--- config.mk ---
export PLATFORM = sky130hd
export DESIGN_NAME = rtc_timekeeper_flat
export DESIGN_NICKNAME = d
export VERILOG_FILES = /design/src/rtl/rtc_pkg.sv /design/src/rtl/rtc_timekeeper_if.sv /design/src/rtl/rtc_prescaler.sv /design/src/rtl/rtc_timekeeper.sv /design/src/flat_wrapper.sv
export SDC_FILE = /design/constraint.sdc
export NUM_CORES = 1
export LEC_CHECK = 0
export BUFFER_PORTS_ARGS = -buffer_cell sky130_fd_sc_hd__buf_2
export CORE_MARGIN = 5
export CORE_UTILIZATION = 46
export DETAILED_ROUTE_END_ITERATION = 7
export PLACE_DENSITY_LB_ADDON = 0.12
export SYNTH_ARGS = -nofsm -noshare
export SYNTH_HDL_FRONTEND = slang
export SYNTH_HIERARCHICAL = 1
export SYNTH_SLANG_ARGS = --single-unit
--- constraint.sdc ---
create_clock -name clk -period 3 [get_ports clk]
set_clock_uncertainty 0.05 [all_clocks]
set_input_delay 0.3 -clock clk [delete_from_list [all_inputs] [get_ports clk]]
set_output_delay 0.3 -clock clk [all_outputs]
set_load 0.05 [all_outputs]
--- src/rtl/rtc_pkg.sv ---
// Shared definitions for the real-time clock: register map, field widths,
// field limits and control-register bit positions.
package rtc_pkg;

    localparam int unsigned SEC_W     = 6;
    localparam int unsigned MIN_W     = 6;
    localparam int unsigned HR_W      = 5;
    localparam int unsigned DATA_W    = 6;
    localparam int unsigned ADDR_BITS = 3;

    typedef enum logic [ADDR_BITS-1:0] {
        ADDR_SEC     = 3'b000,
        ADDR_MIN     = 3'b001,
        ADDR_HR      = 3'b010,
        ADDR_CTRL    = 3'b011,
        ADDR_ALM_MIN = 3'b100,
        ADDR_ALM_HR  = 3'b101,
        ADDR_RSVD6   = 3'b110,
        ADDR_RSVD7   = 3'b111
    } rtc_addr_e;

    localparam logic [DATA_W-1:0] SEC_MAX = 6'd59;
    localparam logic [DATA_W-1:0] MIN_MAX = 6'd59;
    localparam logic [DATA_W-1:0] HR_MAX  = 6'd23;

    localparam int unsigned CTRL_RUN     = 0;
    localparam int unsigned CTRL_ALM_EN  = 1;
    localparam int unsigned CTRL_ALM_ACK = 2;

    function automatic logic in_range(input logic [DATA_W-1:0] d,
                                      input logic [DATA_W-1:0] lim);
        return d <= lim;
    endfunction

endpackage

--- src/rtl/rtc_timekeeper_if.sv ---
// Register-load strobe bus and time/status outputs of the RTC core.
interface rtc_timekeeper_if;
    import rtc_pkg::*;

    logic                 load;
    logic [ADDR_BITS-1:0] addrs;
    logic [DATA_W-1:0]    data_in;
    logic [SEC_W-1:0]     seconds_out;
    logic [MIN_W-1:0]     minutes_out;
    logic [HR_W-1:0]      hours_out;
    logic                 tick_1hz;
    logic                 load_err;
    logic                 alarm_irq;

    modport master (
        output load, addrs, data_in,
        input  seconds_out, minutes_out, hours_out, tick_1hz, load_err, alarm_irq
    );

    modport slave (
        input  load, addrs, data_in,
        output seconds_out, minutes_out, hours_out, tick_1hz, load_err, alarm_irq
    );

endinterface

--- src/rtl/rtc_prescaler.sv ---
// Divides the system clock down to a one-cycle tick every DIV cycles while
// running; the count freezes while stopped and clear restarts the period.
module rtc_prescaler #(
    parameter int unsigned DIV = 100_000_000
) (
    input  logic clk,
    input  logic rst,
    input  logic run_i,
    input  logic clear_i,
    output logic tick_o
);

    localparam int unsigned    CW   = (DIV > 1) ? $clog2(DIV) : 1;
    localparam logic [CW-1:0]  LAST = CW'(DIV - 1);

    logic [CW-1:0] cnt_q, cnt_d;

    assign tick_o = run_i && (cnt_q == LAST);

    always_comb begin
        cnt_d = cnt_q;
        if (clear_i) begin
            cnt_d = '0;
        end else if (run_i) begin
            cnt_d = tick_o ? '0 : cnt_q + 1'b1;
        end
    end

    always_ff @(posedge clk or posedge rst) begin
        if (rst) begin
            cnt_q <= '0;
        end else begin
            cnt_q <= cnt_d;
        end
    end

endmodule

--- src/rtl/rtc_timekeeper.sv ---
// 24 h time-of-day clock with range-checked register loads and run control.
// Optional alarm registers and alarm_irq are built when RTC_ALARM_EN is defined.
module rtc_timekeeper
    import rtc_pkg::*;
#(
    parameter int unsigned DIV    = 100_000_000,
    parameter int unsigned ADDR_W = 3
) (
    input  logic             clk,
    input  logic             reset,
    rtc_timekeeper_if.slave  bus
);

    logic [SEC_W-1:0] sec_q, sec_d;
    logic [MIN_W-1:0] min_q, min_d;
    logic [HR_W-1:0]  hr_q,  hr_d;
    logic             run_q, run_d;
    logic             tick_q, err_q;

    rtc_addr_e addr;
    logic      load_valid, load_ok, sec_load, pre_tick, tick_eff;

    assign addr = rtc_addr_e'(bus.addrs[ADDR_W-1:0]);

    always_comb begin
        load_valid = 1'b0;
        case (addr)
            ADDR_SEC:     load_valid = in_range(bus.data_in, SEC_MAX);
            ADDR_MIN:     load_valid = in_range(bus.data_in, MIN_MAX);
            ADDR_HR:      load_valid = in_range(bus.data_in, HR_MAX);
            ADDR_CTRL:    load_valid = 1'b1;
`ifdef RTC_ALARM_EN
            ADDR_ALM_MIN: load_valid = in_range(bus.data_in, MIN_MAX);
            ADDR_ALM_HR:  load_valid = in_range(bus.data_in, HR_MAX);
`endif
            default:      load_valid = 1'b0;
        endcase
    end

    assign load_ok  = bus.load && load_valid;
    assign sec_load = load_ok && (addr == ADDR_SEC);
    // A seconds load restarts the second, so it swallows a coincident tick.
    assign tick_eff = pre_tick && !sec_load;

    rtc_prescaler #(
        .DIV (DIV)
    ) u_prescaler (
        .clk     (clk),
        .rst     (reset),
        .run_i   (run_q),
        .clear_i (sec_load),
        .tick_o  (pre_tick)
    );

    always_comb begin
        sec_d = sec_q;
        min_d = min_q;
        hr_d  = hr_q;
        run_d = run_q;
        if (tick_eff) begin
            if (sec_q == SEC_MAX) begin
                sec_d = '0;
                if (min_q == MIN_MAX) begin
                    min_d = '0;
                    hr_d  = (hr_q == HR_MAX[HR_W-1:0]) ? '0 : hr_q + 1'b1;
                end else begin
                    min_d = min_q + 1'b1;
                end
            end else begin
                sec_d = sec_q + 1'b1;
            end
        end
        // Loaded field overrides the carried value.
        if (load_ok) begin
            case (addr)
                ADDR_SEC:  sec_d = bus.data_in;
                ADDR_MIN:  min_d = bus.data_in;
                ADDR_HR:   hr_d  = bus.data_in[HR_W-1:0];
                ADDR_CTRL: run_d = bus.data_in[CTRL_RUN];
                default:   ;
            endcase
        end
    end

    always_ff @(posedge clk or posedge reset) begin
        if (reset) begin
            sec_q  <= '0;
            min_q  <= '0;
            hr_q   <= '0;
            run_q  <= 1'b1;
            tick_q <= 1'b0;
            err_q  <= 1'b0;
        end else begin
            sec_q  <= sec_d;
            min_q  <= min_d;
            hr_q   <= hr_d;
            run_q  <= run_d;
            tick_q <= tick_eff;
            err_q  <= bus.load && !load_valid;
        end
    end

    assign bus.seconds_out = sec_q;
    assign bus.minutes_out = min_q;
    assign bus.hours_out   = hr_q;
    assign bus.tick_1hz    = tick_q;
    assign bus.load_err    = err_q;

`ifdef RTC_ALARM_EN
    logic [MIN_W-1:0] alm_min_q, alm_min_d;
    logic [HR_W-1:0]  alm_hr_q,  alm_hr_d;
    logic             alm_en_q,  alm_en_d;
    logic             irq_q,     irq_d;
    logic             alm_hit,   alm_ack;

    assign alm_hit = alm_en_q && tick_eff && (sec_d == '0)
                     && (min_d == alm_min_q) && (hr_d == alm_hr_q);
    assign alm_ack = load_ok && (addr == ADDR_CTRL) && bus.data_in[CTRL_ALM_ACK];

    always_comb begin
        alm_min_d = alm_min_q;
        alm_hr_d  = alm_hr_q;
        alm_en_d  = alm_en_q;
        if (load_ok) begin
            case (addr)
                ADDR_ALM_MIN: alm_min_d = bus.data_in;
                ADDR_ALM_HR:  alm_hr_d  = bus.data_in[HR_W-1:0];
                ADDR_CTRL:    alm_en_d  = bus.data_in[CTRL_ALM_EN];
                default:      ;
            endcase
        end
        irq_d = alm_hit ? 1'b1 : (alm_ack ? 1'b0 : irq_q);
    end

    always_ff @(posedge clk or posedge reset) begin
        if (reset) begin
            alm_min_q <= '0;
            alm_hr_q  <= '0;
            alm_en_q  <= 1'b0;
            irq_q     <= 1'b0;
        end else begin
            alm_min_q <= alm_min_d;
            alm_hr_q  <= alm_hr_d;
            alm_en_q  <= alm_en_d;
            irq_q     <= irq_d;
        end
    end

    assign bus.alarm_irq = irq_q;
`else
    assign bus.alarm_irq = 1'b0;
`endif

endmodule

--- src/flat_wrapper.sv ---
// flat-port wrapper written by rule: the top's interface ports become plain ports
module rtc_timekeeper_flat import rtc_pkg::*;
#(
    parameter int unsigned DIV    = 100_000_000,
    parameter int unsigned ADDR_W = 3
)
  (clk, reset, bus_load, bus_addrs, bus_data_in, bus_seconds_out, bus_minutes_out, bus_hours_out, bus_tick_1hz, bus_load_err, bus_alarm_irq);
  rtc_timekeeper_if bus_i ();
  input  logic clk;
  input  logic reset;
  input wire logic [$bits(bus_i.load)-1:0] bus_load;
  input wire logic [$bits(bus_i.addrs)-1:0] bus_addrs;
  input wire logic [$bits(bus_i.data_in)-1:0] bus_data_in;
  output wire logic [$bits(bus_i.seconds_out)-1:0] bus_seconds_out;
  output wire logic [$bits(bus_i.minutes_out)-1:0] bus_minutes_out;
  output wire logic [$bits(bus_i.hours_out)-1:0] bus_hours_out;
  output wire logic [$bits(bus_i.tick_1hz)-1:0] bus_tick_1hz;
  output wire logic [$bits(bus_i.load_err)-1:0] bus_load_err;
  output wire logic [$bits(bus_i.alarm_irq)-1:0] bus_alarm_irq;
  assign bus_i.load = bus_load;
  assign bus_i.addrs = bus_addrs;
  assign bus_i.data_in = bus_data_in;
  assign bus_seconds_out = bus_i.seconds_out;
  assign bus_minutes_out = bus_i.minutes_out;
  assign bus_hours_out = bus_i.hours_out;
  assign bus_tick_1hz = bus_i.tick_1hz;
  assign bus_load_err = bus_i.load_err;
  assign bus_alarm_irq = bus_i.alarm_irq;
  rtc_timekeeper #(.DIV(DIV), .ADDR_W(ADDR_W)) u_core (.clk(clk), .reset(reset), .bus(bus_i));
endmodule
======== Word level (Yosys, flattened, before mapping) ========
Cells that the tools add are included.
cells by class
  $add $sub $neg .......................... 4
  shifts and indexed selects .............. 0
  bitwise logic cells ..................... 0
  multiply operators ...................... 0
  reductions and logical operators ........ 11
  divide/modulo/power cells ............... 0
  order comparisons ....................... 2
  equality and inequality tests ........... 7
  mux-type cells .......................... 19
operator list
  cell                   number
  $mux 27                3
  $mux 6                 9
  $mux 5                 6
  $add 27x1->27 const B  1
  $eq 27x27->1 const B   1
  $add 6x1->6 const B    2
  $eq 6x6->1 const B     2
  $eq 3x2->1 const B     2
  $le 6x5->1 const B     1
  $le 6x6->1 const B     1
  $add 5x1->5 const B    1
  $eq 5x5->1 const B     1
  $logic_and 1x1->1      5
  $eq 3x1->1 const B     1
  $logic_not 3->1        1
  $pmux 1 s3             1
  $logic_not 1->1        2
  $reduce_and 2->1       1
  $reduce_bool 2->1      1
  $reduce_or 2->1        1
word-level totals
  memory bits (writable) .................. 0
  flip-flop bits (word level) ............. 47
  memory bits (read-only) ................. 0
  latch bits .............................. 0
  output and inout port bits .............. 20
  memories ................................ 0

======== Longest topological paths before layout ========
  word-level depth ........................ 10
  mapped depth ............................ 12
  mapped depth without buffers ............ 9

======== By module ========
The synthesis kept the hierarchy.
modules (own cells, without submodules)
  module          area an instance (sq um)  cells each  seq. area each (sq um)  times used
  rtc_prescaler   1,497.7                   161         675.6                   1
  rtc_timekeeper  1,325.0                   151         501.7                   1

======== Worst setup path after synthesis ========
No wires, ideal clock.
  path type ............................... input -> register
  start point ............................. input bus_data_in[4]
  end point ............................... register u_core.u_prescaler.cnt_q[24]
  path buffers ............................ 4
  setup time .............................. 82 ps
  slack ................................... 306 ps
  data required time ...................... 2,868 ps
  data arrival time ....................... 2,562 ps
  stages on the path ...................... 12
  cells stage by stage .................... buf_4 a41o_2 or2_1 clkbuf_1 buf_2 inv_1 buf_2 o211ai_1 nor4_4 nand4_2 or3_1 a31oi_1
on the way
  word-level cells in the longest chain between the ends .. 5
  elaborated cells on any way between the ends .. 7
  classes of those cells .................. order compare (2); mux (2); reduce/logical (3)
ends and longest elaborated chain
  item                                          RTL line              RTL
  from (decl)                                   flat_wrapper.sv:13    input wire logic [$bits(bus_i.data_in)-1:0] bus_data_in;
  $le 6x5->1 or $le 6x6->1 (tied branches)      rtc_pkg.sv:32         return d <= lim;
  $pmux 1 s3 *                                  rtc_timekeeper.sv:27  case (addr)
  $logic_and 1x1->1 *                           rtc_timekeeper.sv:40  assign load_ok = bus.load && load_valid;
  $logic_and 1x1->1 *                           rtc_timekeeper.sv:41  assign sec_load = load_ok && (addr == ADDR_SEC);
  net u_core.sec_load                           rtc_timekeeper.sv:21  logic load_valid, load_ok, sec_load, pre_tick, tick_eff;
  $mux 27 or $reduce_bool 2->1 (tied branches)  -
  to (signal assigned)                          rtc_prescaler.sv:33   cnt_q <= cnt_d;
  to (decl)                                     rtc_prescaler.sv:16   logic [CW-1:0] cnt_q, cnt_d;
The timed path passes the listed nets; every way through them passes the cells marked *.
A chain may end at the register's enable or synchronous reset.

======== Worst setup path after layout ========
  start point ............................. register u_core.u_prescaler.cnt_q[1]
  end point ............................... register u_core.hr_q[3] (netlist: u_core/bus.hours_out[3])
on the way
  word-level cells in the longest chain between the ends .. 6
ends and longest elaborated chain
  item                  RTL line              RTL
  $eq 27x27->1 *        rtc_prescaler.sv:18   assign tick_o = run_i && (cnt_q == LAST);
  $logic_and 1x1->1 *   rtc_prescaler.sv:18
  net u_core.pre_tick   rtc_timekeeper.sv:21
  $logic_and 1x1->1 *   rtc_timekeeper.sv:43  assign tick_eff = pre_tick && !sec_load;
  $mux 5 *              rtc_timekeeper.sv:60  if (tick_eff) begin
  $mux 5                rtc_timekeeper.sv:75  case (addr)
  $mux 5 *              rtc_timekeeper.sv:74  if (load_ok) begin
  net u_core.hr_d[3]    rtc_timekeeper.sv:16  logic [HR_W-1:0] hr_q, hr_d;
  to (signal assigned)  rtc_timekeeper.sv:96  hr_q <= hr_d;
  to (decl)             rtc_timekeeper.sv:16
Marked as above.

==> summary.md <==
| Metric | Value |
|---|---|
| Mapped Avg Cell Area | `between 9 and 10 sq um` |
| Yosys top cell area share | `0.4078` |
| Total GRT Usage | `0.1825` |
| Reg clk slew, reported paths | `about 0.09 ns` |
| Maximum VDD drop | `0.3188 mV` |
| R2R cell count | `9` |
| Mapped Cells | `between 300 and 400` |
| Worst EP required | `3.17 ns` |
| Number of diodes | `0` |
| Layout area overhead | `11.04%` |
| Pin count of the biggest net entering global routing | `28` |
| Final WL | `~6.5 mm` |
| Period utilization | `0.9570` |
| Setup-failing EPs final | `0` |
| Slew HR | `0.3043` |
| Initial antenna violation count | `0` |
| Clock Root Buffer | `clkbuf_8` |
| CP max FO | `14` |
| Critical Path Sink Type | `flip-flop` |
| Global-route wire length before repair | `around 11 mm` |
| Final hold vios | `0` |
| NumNets Final | `358` |
| Util after Layout | `0.5263` |
| Maximum clock path buffer count | `2` |
| Sequential-to-total area share from yosys stat | `0.4171` |
| Reg-to-reg endpoint | `u_core/bus.hours_out[3]$_DFF_PP0_` |
| Startpoint Class | `flip-flop` |
| Total number of vias | `~2,400` |
| Clock sinks | `47` |
| EDFF count, synth | `0` |
| R2R Path Start | `u_core/u_prescaler/cnt_q[1]$_DFFE_PP0P_` |
| Starting density of the core | `0.4739` |
| Pre-antenna DRT Iters | `4` |
| Die W | `approximately 90 um` |
| Area leader, netlist | `dfrtp_1` |
| Boundary Pins | `32` |
| Top_reg_cell synth | `dfrtp_1` |
| FP Rows | `28` |
| Core Region | `roughly 6000 sq um` |
| Netlist cell types | `between 50 and 60` |
| Max Clk Rate | `348.3 MHz` |
| RSZ-0062 raised after global routing | `no` |
| Asr flop ratio synth | `1.000` |
| Commonest non-fill, non-tap cells in the layout | `nor2_1, dfrtp_1, buf_2` |
| DRT iter0 DRCs | `130` |
| H-tree depth | `2` |
| Least-Margin Pin Slew | `approximately 1.0 ns` |
| Overflow after GRT | `0` |
| Min-delay worst type | `in -> async` |
| Setup TNS Final | `0 ns` |
| Routability cong. | `roughly 0.83` |
| Die ar. | `around 8000 sq um` |
| Leakage power | `~0.0013 uW` |
| DRC viols | `0` |
| TritonCTS Buffers | `5` |
| CP arrival | `3.05 ns` |
| Die height | `between 80 and 90 um` |
| Hpwl dp | `~4.6 mm` |
| Minimum clock period | `2.871 ns` |
| Syn nets | `328` |
| R2R setup slack | `0.13 ns` |
| Vias/cell | `between 5 and 6` |
| Critical path type | `reg -> reg` |
| Post-Syn Area | `between 2000 and 3000 sq um` |
| Vias in the first global route | `between 2,000 and 2,500` |
| Buffers on Ports | `30` |
| Worst-Skew Late Latency | `0.31 ns` |
| Total of max-cap violations | `0` |
| P per Cell Area | `around 570 nW/um^2` |
| TritonCTS clock tree | `done` |
| Outcome | `complete, no violations` |
| Top cells by area, synth | `dfrtp_1, nor2_1, xor2_1` |
| Final Max Tran Viols | `0` |
| Antenna Nets Post-Route | `0` |
| Layout cells sized above 1 | `0.1808` |
| FF+latch count, synth | `47` |
| Drt wl/cell | `about 15 um` |
| Hold Buf Count CTS | `0` |
| Yosys warning count | `6` |
[through the flow]
step           instances  hold WS [ns]  area [sq um]  total power [uW]  setup slack (ns)
2_1_floorplan        312        0.2131          2823              1261            0.3057
3_3_place_gp         409        0.4509          3030              1383            0.2460
3_5_place_dp         409        0.4550          3030              1388            0.1386
4_1_cts              417        0.1114          3119              1789            0.1191
5_1_grt              418        0.1462          3134              1899          0.003271
6_report             418       0.08737          3134              1778            0.1289
[logic make-up after synthesis]
family,Yosys count,share of synthesized area
AO/OA/AOI/OAI,59,0.1396
multiplexers,5,0.01862
flip-flops,47,0.4171
XOR/XNOR,21,0.06516
buffers and inverters,22,0.04078
adder cells (fa/ha/maj),4,0.01773
other,1,0.001329
AND/OR/NAND/NOR,153,0.2997
[registers in the layout, summed over array words and instances (netlist names)]
signal / flops
u_core/u_prescaler/cnt_q: 27
u_core/bus.minutes_out: 6
u_core/bus.seconds_out: 6
u_core/bus.hours_out: 5
u_core/bus.load_err: 1
u_core/bus.tick_1hz: 1
u_core/run_q: 1
[repair_timing]
action | CTS | global route
buffers inserted | 0 | 1
endpoints found under the setup margin | 0 | 4
resized for setup | 0 | 2
[synthesized netlist by cell type, types with 6 or more instances]
cell type,n
dfrtp_1,46
o21ai_0,11
nor2b_1,7
nand2_1,18
xnor2_1,7
buf_4,6
nand4_1,12
nor2_1,46
nand3_1,19
a21oi_1,12
xor2_1,14
inv_1,7
or3_1,7
a31oi_1,16
[layout make-up]
| cell class | count | area, sq um |
|---|---|---|
| fillers | 587 | 2821 |
| multi-input cells | 243 | 1538 |
| flip-flops and latches | 47 | 1177 |
| repair buffers | 38 | 210.2 |
| well taps | 75 | 93.84 |
| clock buffers | 5 | 68.82 |
| inverters | 7 | 26.28 |
| clock inverters | 3 | 20.02 |
[metal layers]
metal / GRT usage / vias up / share of wire
li1: - / 1191 / -
met4: 0.04808 / 0 / 0.011
met3: 0.04376 / 7 / 0.032
met5: 0 / - / 0
met2: 0.3005 / 48 / 0.49
met1: 0.2415 / 1168 / 0.47
[critical path: stages (launching register included)]
cell	delay, ns
dfrtp_1	0.40
ha_2	0.23
nand3_1	0.14
or3_4	0.41
or3_1	0.35
inv_1	0.10
and3b_1	0.23
o211ai_4	0.15
or4_1	0.55
a31oi_1	0.17
[report_power, final]
group / internal, uW / switching (uW)
sequential: 718 / 121
combinational: 183 / 366
clock: 163 / 228
total: 1060 / 715
[worst max path at each step]
| stage | cells after the start | start | endpoint | slack [ns] |
|---|---|---|---|---|
| 5_1_grt | 9 | u_core/u_prescaler/cnt_q[0]$_DFFE_PP0P_ | u_core/bus.hours_out[3]$_DFF_PP0_ | 0.003 |
| 6_report | 9 | u_core/u_prescaler/cnt_q[1]$_DFFE_PP0P_ | u_core/bus.hours_out[3]$_DFF_PP0_ | 0.13 |
| 4_1_cts | 9 | u_core/u_prescaler/cnt_q[1]$_DFFE_PP0P_ | u_core/bus.hours_out[3]$_DFF_PP0_ | 0.12 |
| 2_1_floorplan | 12 | bus_data_in[4] | u_core/u_prescaler/cnt_q[24]$_DFFE_PP0P_ | 0.31 |
| 3_5_place_dp | 9 | u_core/u_prescaler/cnt_q[0]$_DFFE_PP0P_ | u_core/bus.hours_out[3]$_DFF_PP0_ | 0.14 |
| 3_3_place_gp | 9 | u_core/u_prescaler/cnt_q[0]$_DFFE_PP0P_ | u_core/bus.hours_out[3]$_DFF_PP0_ | 0.25 |
Power figures use the tool's default switching activity.
